==> src/rtl/wb_pkg.sv <==
// Shared encodings for the writeback/load stage: result-source selects,
// RISC-V load funct3 values and the stage FSM states.
package wb_pkg;

  localparam logic [1:0] WB_SEL_ALU  = 2'd0;
  localparam logic [1:0] WB_SEL_PCP4 = 2'd1;
  localparam logic [1:0] WB_SEL_LOAD = 2'd2;
  localparam logic [1:0] WB_SEL_CSR  = 2'd3;

  localparam logic [2:0] F3_LB  = 3'b000;
  localparam logic [2:0] F3_LH  = 3'b001;
  localparam logic [2:0] F3_LW  = 3'b010;
  localparam logic [2:0] F3_LD  = 3'b011;
  localparam logic [2:0] F3_LBU = 3'b100;
  localparam logic [2:0] F3_LHU = 3'b101;
  localparam logic [2:0] F3_LWU = 3'b110;
  localparam logic [2:0] F3_RAW = 3'b111;

  typedef enum logic {
    WB_IDLE,
    WB_WAIT_MEM
  } wb_state_e;

endpackage

==> src/rtl/wb_load_ext.sv <==
// Combinational load alignment and sign/zero extension of a naturally
// aligned memory word; shared with any future forwarding path.
module wb_load_ext
  import wb_pkg::*;
#(
  parameter int unsigned XLEN  = 32,
  parameter int unsigned ALO_W = $clog2(XLEN / 8)
) (
  input  logic [XLEN-1:0]  rdata,
  input  logic [2:0]       funct3,
  input  logic [ALO_W-1:0] alo,
  output logic [XLEN-1:0]  data
);

  logic [XLEN-1:0] shifted;

  always_comb begin
    shifted = rdata >> {alo, 3'b000};
    data    = rdata;
    // Size casts of $signed operands sign-extend; unsigned ones zero-extend.
    case (funct3)
      F3_LB:   data = XLEN'($signed(shifted[7:0]));
      F3_LBU:  data = XLEN'(shifted[7:0]);
      F3_LH:   data = XLEN'($signed(shifted[15:0]));
      F3_LHU:  data = XLEN'(shifted[15:0]);
      F3_LW:   data = XLEN'($signed(shifted[31:0]));
      F3_LWU:  data = (XLEN == 64) ? XLEN'(shifted[31:0]) : XLEN'($signed(shifted[31:0]));
      F3_LD:   data = (XLEN == 64) ? shifted : XLEN'($signed(shifted[31:0]));
      default: data = rdata;
    endcase
  end

endmodule

==> src/rtl/wb_stage_lsu.sv <==
// Writeback stage: selects the result source, waits for late load data and
// emits a one-cycle register-file write. Optional WB_MISALIGN_TRAP_EN adds a misalign pulse.
module wb_stage_lsu
  import wb_pkg::*;
#(
  parameter int unsigned XLEN  = 32,
  parameter int unsigned ALO_W = $clog2(XLEN / 8)
) (
  input  logic             clk,
  input  logic             rst_n,
  input  logic             flush,
  input  logic             in_valid,
  output logic             in_ready,
  input  logic [4:0]       in_rd,
  input  logic [1:0]       in_sel,
  input  logic [XLEN-1:0]  in_res,
  input  logic [XLEN-1:0]  in_pcp4,
  input  logic [XLEN-1:0]  in_csr,
  input  logic [2:0]       in_funct3,
  input  logic [ALO_W-1:0] in_alo,
  input  logic             mem_rvalid,
  input  logic [XLEN-1:0]  mem_rdata,
  output logic             rf_we,
  output logic [4:0]       rf_rd,
  output logic [XLEN-1:0]  rf_wdata,
  output logic             busy
`ifdef WB_MISALIGN_TRAP_EN
  ,
  output logic             misalign
`endif
);

  wb_state_e        state, state_next;
  logic [4:0]       lat_rd;
  logic [2:0]       lat_f3;
  logic [ALO_W-1:0] lat_alo;

  logic             accept;
  logic             is_load;
  logic             commit_load;
  logic             commit;
  logic             commit_mis;
  logic             enter_wait;
  logic [4:0]       commit_rd;
  logic [2:0]       ext_f3;
  logic [ALO_W-1:0] ext_alo;
  logic [XLEN-1:0]  ext_data;
  logic [XLEN-1:0]  commit_data;

`ifdef WB_MISALIGN_TRAP_EN
  function automatic logic is_misaligned(input logic [2:0] f3, input logic [ALO_W-1:0] alo);
    case (f3)
      F3_LH, F3_LHU:  return alo[0];
      F3_LW, F3_LWU:  return |alo[1:0];
      F3_LD:          return (XLEN == 64) ? |alo : |alo[1:0];
      default:        return 1'b0;
    endcase
  endfunction
`endif

  wb_load_ext #(
    .XLEN  (XLEN),
    .ALO_W (ALO_W)
  ) u_load_ext (
    .rdata  (mem_rdata),
    .funct3 (ext_f3),
    .alo    (ext_alo),
    .data   (ext_data)
  );

  always_ff @(posedge clk or negedge rst_n) begin
    if (!rst_n) state <= WB_IDLE;
    else        state <= state_next;
  end

  always_comb begin
    state_next = state;
    case (state)
      WB_IDLE:     if (enter_wait) state_next = WB_WAIT_MEM;
      WB_WAIT_MEM: if (flush || mem_rvalid) state_next = WB_IDLE;
      default:     state_next = WB_IDLE;
    endcase
  end

  always_comb begin
    in_ready = (state == WB_IDLE);
    busy     = (state == WB_WAIT_MEM);
  end

  always_comb begin
    accept      = in_valid && (state == WB_IDLE);
    is_load     = (in_sel == WB_SEL_LOAD);
    enter_wait  = accept && is_load && !mem_rvalid && !flush;
    // In WAIT_MEM the latched fields drive the extractor, otherwise the live inputs.
    ext_f3      = (state == WB_WAIT_MEM) ? lat_f3  : in_funct3;
    ext_alo     = (state == WB_WAIT_MEM) ? lat_alo : in_alo;
    commit_rd   = (state == WB_WAIT_MEM) ? lat_rd  : in_rd;
    commit_load = mem_rvalid && ((state == WB_WAIT_MEM) || (accept && is_load));
    commit      = !flush && (commit_load || (accept && !is_load));
`ifdef WB_MISALIGN_TRAP_EN
    commit_mis  = commit && commit_load && is_misaligned(ext_f3, ext_alo);
`else
    commit_mis  = 1'b0;
`endif
    case (in_sel)
      WB_SEL_ALU:  commit_data = in_res;
      WB_SEL_PCP4: commit_data = in_pcp4;
      WB_SEL_CSR:  commit_data = in_csr;
      default:     commit_data = ext_data;
    endcase
    if (state == WB_WAIT_MEM) commit_data = ext_data;
  end

  always_ff @(posedge clk or negedge rst_n) begin
    if (!rst_n) begin
      lat_rd   <= '0;
      lat_f3   <= '0;
      lat_alo  <= '0;
      rf_we    <= 1'b0;
      rf_rd    <= '0;
      rf_wdata <= '0;
    end else begin
      if (enter_wait) begin
        lat_rd  <= in_rd;
        lat_f3  <= in_funct3;
        lat_alo <= in_alo;
      end
      rf_we <= commit && !commit_mis && (commit_rd != 5'd0);
      if (commit && !commit_mis) begin
        rf_rd    <= commit_rd;
        rf_wdata <= commit_data;
      end
    end
  end

`ifdef WB_MISALIGN_TRAP_EN
  always_ff @(posedge clk or negedge rst_n) begin
    if (!rst_n) misalign <= 1'b0;
    else        misalign <= commit_mis;
  end
`endif

endmodule

==> config.mk <==
export PLATFORM = sky130hd
export DESIGN_NAME = wb_stage_lsu
export DESIGN_NICKNAME = d
export VERILOG_FILES = /design/src/rtl/wb_pkg.sv /design/src/rtl/wb_load_ext.sv /design/src/rtl/wb_stage_lsu.sv
export SDC_FILE = /design/constraint.sdc
export NUM_CORES = 1
export LEC_CHECK = 0
export CAP_MARGIN = 20
export CORE_ASPECT_RATIO = 1.25
export CORE_MARGIN = 2
export CORE_UTILIZATION = 38
export DETAILED_ROUTE_END_ITERATION = 16
export PLACE_DENSITY = 0.81
export SYNTH_ARGS = -nofsm -noshare
export SYNTH_HDL_FRONTEND = slang
export SYNTH_HIERARCHICAL = 1
export SYNTH_SLANG_ARGS = --single-unit
==> constraint.sdc <==
create_clock -name clk -period 2.35 [get_ports clk]
set_input_delay 0.5875 -clock clk [delete_from_list [all_inputs] [get_ports clk]]
set_output_delay 0.5875 -clock clk [all_outputs]
set_load 0.02 [all_outputs]
Word level (Yosys, flattened, before mapping). Cells that the tools add are included.

Register bits after elaboration: 49. Latch bits: 0. RAM bits: 0. ROM bits: 0. Input bits: 145. Output and inout port bits: 40. Word-level logic and storage cells: 45. Memories kept: 0.

Add/sub/neg operators: 0. Multipliers: 0. Divide/modulo/power cells: 0. Order comparisons: 0. Equality and inequality tests: 9. Shift-type cells: 1. Multiplexer cells: 9. Bitwise gates (word level): 1. Reduce and logical (&&, ||, !) cells: 18.

Operator list (number): $pmux 32 s5 (1); $pmux 32 s3 (1); $mux 32 (1); $shr 32x5->32 (1); $eq 3x3->1 const B (3); $logic_and 1x1->1 (8); $eq 3x2->1 const B (2); $mux 5 (1); $reduce_bool 5->1 (1); $eq 2x2->1 const B (2); $eq 3x1->1 const B (1); $logic_not 1->1 (3); $logic_not 3->1 (1); $logic_or 1x1->1 (3); $mux 3 (1); $reduce_or 3->1 (1); $eq 2x1->1 const B (1); $logic_not 2->1 (1); $mux 1 (2); $mux 2 (1); $pmux 1 s2 (1); $not 1->1 (1).

Logic depth before layout (Yosys ltp). Gate-level depths: netlist of run 1.

Word-level depth: 8. Gate-level depth with buffers: 11. Mapped depth without buffers: 7.

Hierarchy. The synthesis of run 1 kept the hierarchy.

By module, submodules not included: wb_stage_lsu (times used 1, cells each 272, area each 3061.7 um^2, sequential area each 1226.2 um^2); wb_load_ext (times used 1, cells each 137, area each 937.1 um^2, sequential area each 0.0 um^2).

Worst setup path before layout of run 1. Ideal clock, no wire load.

Kind: flip-flop to flip-flop. Start: register state, in the netlist busy. End: register rf_wdata[18]. Setup time: 79 ps. Arrival time: 2649 ps. Data required time: 2271 ps. Setup slack: -379 ps. Cell stages (with the launch flop): 12. Buffers on the path: 4. Period minus slack after synthesis: 2729 ps. Path through: dfrtp_1 -> buf_6 -> buf_4 -> mux2_2 -> buf_4 -> nand2b_1 -> mux4_2 -> nor3_4 -> buf_6 -> a221o_1 -> o22ai_1 -> mux2i_1.

Elaborated cells on any way between the ends: 22. Classes of those cells: eq/ne: 6; shift: 1; mux: 5; bitwise: 1; reduce/logical: 9.

RTL lines: start: declaration (line wb_stage_lsu.sv:33) `wb_state_e state, state_next;`; start signal: assignment (line wb_stage_lsu.sv:73) `else state <= state_next;`; $mux 2 * (line wb_stage_lsu.sv:96) `ext_alo = (state == WB_WAIT_MEM) ? lat_alo : in_alo;`; via ext_alo[0] (line wb_stage_lsu.sv:46) `logic [ALO_W-1:0] ext_alo;`; $shr 32x5->32 * (line wb_load_ext.sv:18) `shifted = rdata >> {alo, 3'b000};`; $pmux 32 s5 * (line wb_load_ext.sv:21) `case (funct3)`; via ext_data[18] (line wb_stage_lsu.sv:47) `logic [XLEN-1:0] ext_data;`; $pmux 32 s3 (line wb_stage_lsu.sv:105) `case (in_sel)`; $mux 32 * (line wb_stage_lsu.sv:111) `if (state == WB_WAIT_MEM) commit_data = ext_data;`; end signal: assignment (line wb_stage_lsu.sv:131) `rf_wdata <= commit_data;`; end: declaration (line wb_stage_lsu.sv:25) `output logic [XLEN-1:0] rf_wdata,`.

Mark *: on every way through the listed nets, which the timed path passes. The rest lies on a longest branch. A chain may end at the register's enable or synchronous reset.

Final worst setup path of run 1.
Start: register state, in the netlist busy. End: output port busy.

RTL lines: end: declaration (line wb_stage_lsu.sv:26) `output logic busy`.

No word-level cell between the ends.

==> metrics.md, run 1 <==
| Metric | Value |
|---|---|
| Worst path required time | 1.76 ns |
| Io pins | 185 |
| Status | finished, violations left |
| Mapped Cells | 409 |
| Placed Cells | 719 |
| Cell accounting for the most synthesized area | dfrtp_1 |
| Worst path arrival time | 1.82 ns |
| Final wirelength | 14.1 mm |
| Placer Congestion | 0.949 |
| Area occupied by multi-input gates | 2510 um^2 |
| Setup violations, final | 3 |
| Register area | 1230 um^2 |
| Flops & latches, synth | 49 |
| Fin Setup TNS | -0.0731 ns |
| Syn_area_per_cell | 9.78 um^2 |
| CTS buffer count | 5 |
| ANT cells | 0 |
| Initial antenna violation count | 0 |
| M1 WL | 5.33 mm |
| YS warnings | 6 |
| Commonest non-fill, non-tap cell in the layout | clkdlybuf4s50_1 |
| Least-Margin Pin Slew | 0.597 ns |
| 1st-iter DRT viols | 266 |
| Final Cycle Share | 102% |
| Skew final | 0.00444 ns |
| Syn nets | 554 |
| Ranking of synthesized cells by area | dfrtp_1 31%, mux2_1 14%, mux2i_1 11% |
| Drc violations | 0 |
| Leakage | 2.86 nW |
| Bufs on Longest Clock Path | 2 |
| Distinct cells, synth | 44 |
| Clock slew seen by the registers of the worst setup and hold paths | 0.07 ns |
| Final min period | 2.40 ns |
| RSZ-0062 raised after global routing | true |
| P per Cell Area | 562 nW/um^2 |
| Commonest cells after routing, fill and taps aside | 175 x clkdlybuf4s50_1, 48 x mux2_1, 48 x dfrtp_1, 40 x mux2i_1, 34 x inv_1 |
| Sequential fraction of the synthesis area | 30.7% |
| Grt total ovfl | 0 |
| PortBufs | 184 |
| Die Footprint | 11400 um^2 |
| Vias post-DR | 4156 |
| Starting Density | 39.4% |
| Area growth, synth to finish | 61.3% |
| Max Fclk | 416 MHz |
| Fill count | 847 |
| First-pass GRT wire length | 21.4 mm |
| Largest net degree at the start of global routing | 44 |
| Drt wl/cell | 19.3 um |
| Layout net count | 749 |
| Hold_buf cts | 0 |
| Top Metal Used | met4 |
| Core area | 10200 um^2 |
| Root Driver | clkbuf_16 |
| Max VDD drop | 0.403 mV |
| Synthesized area | 4000 um^2 |
| Crit path kind | flop to output port |
| EDFF count, synth | 0 |
| Die Width | 95.8 um |
| Setup ws final | -0.0544 ns |
| CTS HTree Levels | 2 |
| Metal3 WL | 1.20 mm |
| Num rows | 41 |
| Drt via density | 5.66 |
| HP Class | input port to asynchronous set/reset pin |
| Max-Cap Viols | 0 |
| Max-slew violations | 0 |
| HPWL after detailed placement | 10.6 mm |
| Clk sinks | 49 |
| Vias in the first global route | 4197 |
| Fin. Hold Viols | 0 |
| Final Core Density | 63.5% |
| TritonCTS clock tree | done |
| Overall Power | 0.00362 W |
| Wire length on met2 | 7.31 mm |
| Post-route insts no fill | 734 |
| Routed Antenna Nets | 0 |
| Max FO, Critical Path | 43 |
| Die Span Y | 119 um |
| GRT Util Overall | 24.2% |
| First-pass DRT Iterations | 6 |
| Clock latency on the worst-skew pair | 0.29 ns |
| Primary FF master, synth | dfrtp_1 |
| Asr flop ratio synth | 100% |
| Top cell type's share of synthesized area | 30.7% |
| Normalized max-slew margin | 60.2% |
| Share of cells above drive strength 1 | 14.5% |
| Hold slack | 0.293 ns |
| Setup crit end kind | output port |
| CP Launch Type | flop |
| Failing checks | setup timing |
final cells by class:
class / count / area share (%)
clock inverters: 3 / 1.01
multi-input cells: 289 / 39.0
repair buffers: 224 / 34.5
inverters: 35 / 2.04
well taps: 129 / 2.50
clock buffers: 5 / 1.94
flip-flops and latches: 49 / 19.0
stage by stage:
step | cell area, um^2 | worst slack, ns
4_1_cts | 6430 | -0.0341
3_5_place_dp | 6110 | -0.541
2_1_floorplan | 4010 | -0.289
6_report | 6450 | -0.0544
5_1_grt | 6450 | -0.104
3_3_place_gp | 6110 | -0.440
state kept, by name (all words and copies together) (netlist names):
signal,cells
rf_we,1
lat_rd,5
busy,1
lat_f3,3
rf_wdata,32
lat_alo,2
rf_rd,5
layer usage:
| layer | vias up | track usage [%] |
|---|---|---|
| met5 | - | 0 |
| met4 | 0 | 8.13 |
| met3 | 27 | 4.65 |
| met2 | 215 | 43.1 |
| met1 | 1981 | 28.2 |
| li1 | 1933 | - |
power breakdown:
part	internal [W]	switching [W]
sequential	0.00104	0.000109
clock	0.000608	0.000325
combinational	0.000834	0.000710
repair_timing:
| action | in CTS | in global routing |
|---|---|---|
| pin swaps | 12 | 10 |
| gates cloned | 1 | 1 |
| setup endpoints to repair | 27 | 30 |
| gates resized for setup | 22 | 11 |
| setup buffers | 5 | 2 |
worst max-delay path: stages (launching register included):
cell,delay [ns]
dfrtp_2,0.39
buf_4,0.11
buf_6,0.30
clkdlybuf4s50_1,0.68
cell families after synthesis:
family	share of synthesized area, %
AOI/OAI and AO/OA	23.8
muxes	29.4
buffers and inverters	8.67
DFF	30.7
and+or+nand+nor	7.48
path summary, 6_finish.rpt:
kind / startpoint / to / slack [ns] / cells past startpoint
max reg2reg: busy / rf_wdata[17] / -0.02 / 8
max in group asynchronous: rst_n / lat_f3[2] / 1.49 / 2
min: rst_n / rf_wdata[24] / 0.29 / 1
min reg2reg: lat_alo[1] / lat_alo[1] / 0.50 / 1
max: busy / busy / -0.05 / 3
min in group clk: lat_alo[1] / lat_alo[1] / 0.50 / 1
synthesized netlist by cell type (2+ instances only):
cell and number:
a21o_1 8, a21oi_1 8, a221o_1 7, a22oi_1 7, a31oi_1 15, buf_2 4
buf_4 4, buf_6 8, clkbuf_1 19, dfrtp_1 49, inv_1 34, mux2_1 48
mux2_2 17, mux2i_1 42, nand2_1 20, nand2b_1 3, nor2_1 3, nor2b_1 9
nor3_1 2, nor4_1 2, o21ai_0 8, o22a_1 32, o22ai_1 34, o2bb2ai_1 6
No activity file was read; power rests on OpenSTA's default activity.
==> inputs of run 2 (changes only) <==
--- a/config.mk
+++ b/config.mk
@@ -5,12 +5,13 @@
 export SDC_FILE = /design/constraint.sdc
 export NUM_CORES = 1
 export LEC_CHECK = 0
-export CAP_MARGIN = 20
 export CORE_ASPECT_RATIO = 1.25
 export CORE_MARGIN = 2
 export CORE_UTILIZATION = 38
+export CTS_CLUSTER_DIAMETER = 60
 export DETAILED_ROUTE_END_ITERATION = 16
 export PLACE_DENSITY = 0.81
+export REMOVE_ABC_BUFFERS = 1
 export SYNTH_ARGS = -nofsm -noshare
 export SYNTH_HDL_FRONTEND = slang
 export SYNTH_HIERARCHICAL = 1
==> run 2 against run 1 <==
  * The flow now finishes without violations
  * Via count grew 1.4%
  * First-iteration DRC count grew 46%
  * Clock skew grew 0.0057 ns
  * Critical path type is now flop to flop
  * Largest cell class unchanged
  * Highest routed layer unchanged
==> metrics.md, run 2 (synthesis results as in run 1) <==
| Metric | Value |
|---|---|
| Status | finished, final reports clean |
| Reg2reg end | rf_wdata[24] |
| Max-Cap Viols | 0 |
| Largest regs | rf_wdata x32, lat_rd x5, rf_rd x5 |
| Clock slew seen by the registers of the worst setup and hold paths | 0.07 ns |
| Drt wl/cell | 19.2 um |
| Routed Antenna Nets | 0 |
| Post-route insts no fill | 740 |
| Die Width | 95.8 um |
| Final min period | 2.33 ns |
| Root Driver | clkbuf_16 |
| Starting Density | 39.4% |
| Placer Congestion | 0.875 |
| Worst R2R Path Depth | 9 |
| Hold slack | 0.249 ns |
| TritonCTS clock tree | done |
| Initial antenna violation count | 0 |
| Core area | 10200 um^2 |
| Reg2reg start | busy |
| Top reg by flops | rf_wdata |
| Setup WS pre-CTS | -0.526 ns |
| Setup violations, final | 0 |
| Vias in the first global route | 4474 |
| CTS buffer count | 5 |
| Fill count | 807 |
| Worst path arrival time | 2.55 ns |
| Die Footprint | 11400 um^2 |
| Normalized max-slew margin | 67.0% |
| Placed Cells | 725 |
| Commonest cells after routing, fill and taps aside | 177 x clkdlybuf4s50_1, 48 x mux2_1, 48 x dfrtp_1, 40 x mux2i_1, 35 x buf_4 |
| Layout net count | 755 |
| Num rows | 41 |
| Fin. Hold Viols | 0 |
| PortBufs | 184 |
| CP Launch Type | flop |
| GRT Util Overall | 25.0% |
| Bufs on Longest Clock Path | 2 |
| Worst path required time | 2.57 ns |
| Largest net degree at the start of global routing | 35 |
| Area growth, synth to finish | 61.4% |
| Final Cycle Share | 99.0% |
| Placed Area | 6130 um^2 |
| First-pass GRT wire length | 22.3 mm |
| Max FO, Critical Path | 8 |
| Max Fclk | 430 MHz |
| Least-Margin Pin Slew | 0.495 ns |
| Commonest non-fill, non-tap cell in the layout | clkdlybuf4s50_1 |
| Grt total ovfl | 0 |
| Final instance area | 6450 um^2 |
| Clock latency on the worst-skew pair | 0.30 ns |
| Share of cells above drive strength 1 | 15.9% |
| Drc violations | 0 |
| Setup ws final | 0.0240 ns |
| CTS HTree Levels | 2 |
| Setup crit end kind | flop |
| Vias post-DR | 4213 |
| HP Class | input port to asynchronous set/reset pin |
| RSZ-0062 raised after global routing | true |
| P per Cell Area | 532 nW/um^2 |
| Leakage | 2.86 nW |
| Reg2reg setup slack | 0.02 ns |
| Skew final | 0.0101 ns |
| HPWL after detailed placement | 10.7 mm |
| Drt via density | 5.69 |
| 1st-iter DRT viols | 389 |
| First-pass DRT Iterations | 6 |
| Max FFs per register | 32 |
| Worst Setup SP | busy |
| ANT cells | 0 |
| Max VDD drop | 0.344 mV |
| Max-slew violations | 0 |
| Crit path kind | flop to flop |
| Die Span Y | 119 um |
| Final wirelength | 14.2 mm |
| Io pins | 185 |
| Setup crit end | rf_wdata[24] |
| Clk sinks | 49 |
-- run 2: cell count changes in the layout (fill, tap and decap cells not counted), sizes merged --
| cell | before | now |
|---|---|---|
| buf | 42 | 48 |
| bufinv | 2 | 0 |
| clkdlybuf4s50 | 175 | 177 |
| clkinvlp | 0 | 2 |
| clkbuf | 5 | 6 |
| clkinv | 1 | 0 |
| dlygate4sd2 | 3 | 2 |
| dlymetal6s2s | 3 | 2 |
-- run 2: how the worst min path moves through the flow --
stage	from	to	slack, ns	cells after the start
detailed placement	lat_alo[1]	lat_alo[1]	0.48	1
global route	rst_n	rf_wdata[23]	0.28	1
global placement	lat_f3[2]	lat_f3[2]	0.47	1
finish	rst_n	rf_wdata[23]	0.25	1
floorplan	rst_n	busy	0.29	0
CTS	rst_n	rf_wdata[31]	0.27	1
-- run 2: final cells by class --
class / count / area (um^2) / area share [%]
multi-input combinational: 289 / 2530 / 39.1
clock buffer: 6 / 129 / 2.00
tap: 129 / 161 / 2.50
inverter: 35 / 131 / 2.04
clock inverter: 2 / 15.0 / 0.233
timing repair buffer: 230 / 2260 / 35.1
sequential: 49 / 1230 / 19.0
-- run 2: repair_timing --
action	in CTS	in global routing
endpoints found under the hold margin	0	0
gates cloned	1	0
buffers inserted	6	2
pin swaps	4	14
resized for setup	16	19
endpoints found under the setup margin	30	31
hold buffers	0	0
-- run 2: per-stage QoR --
step / power (W) / setup TNS (ns) / utilization (%)
global route: 0.00360 / -0.347 / 63.5
global placement: 0.00263 / -11.03 / 60.3
detailed placement: 0.00268 / -13.63 / 60.3
CTS: 0.00344 / -0.440 / 63.0
finish: 0.00343 / 0 / 63.5
floorplan: 0.00185 / -42.49 / -
-- run 2: layer usage --
metal,track usage [%],wire (um),share of wire (%),vias up
met4,8.66,366,2.6,0
li1,-,-,-,1945
met1,29.6,5310,37,2013
met2,44.0,7350,52,220
met5,0,0,0,-
met3,4.78,1180,8.3,35
-- run 2: power by group --
| part | total (W) | switching (W) | internal [W] |
|---|---|---|---|
| combinational | 0.00156 | 0.000713 | 0.000844 |
| clock | 0.000718 | 0.000323 | 0.000395 |
| sequential | 0.00116 | 0.000119 | 0.00104 |
| total | 0.00343 | 0.00115 | 0.00228 |
-- run 2: worst max-delay path, cell delays in order (launching register included) --
cell and delay [ns]:
dfrtp_2 0.46, mux2_4 0.37, mux2i_2 0.17, mux4_2 0.49
nor3_4 0.20, buf_6 0.15, buf_16 0.12, a21o_1 0.09
o22ai_1 0.07, mux2i_1 0.13
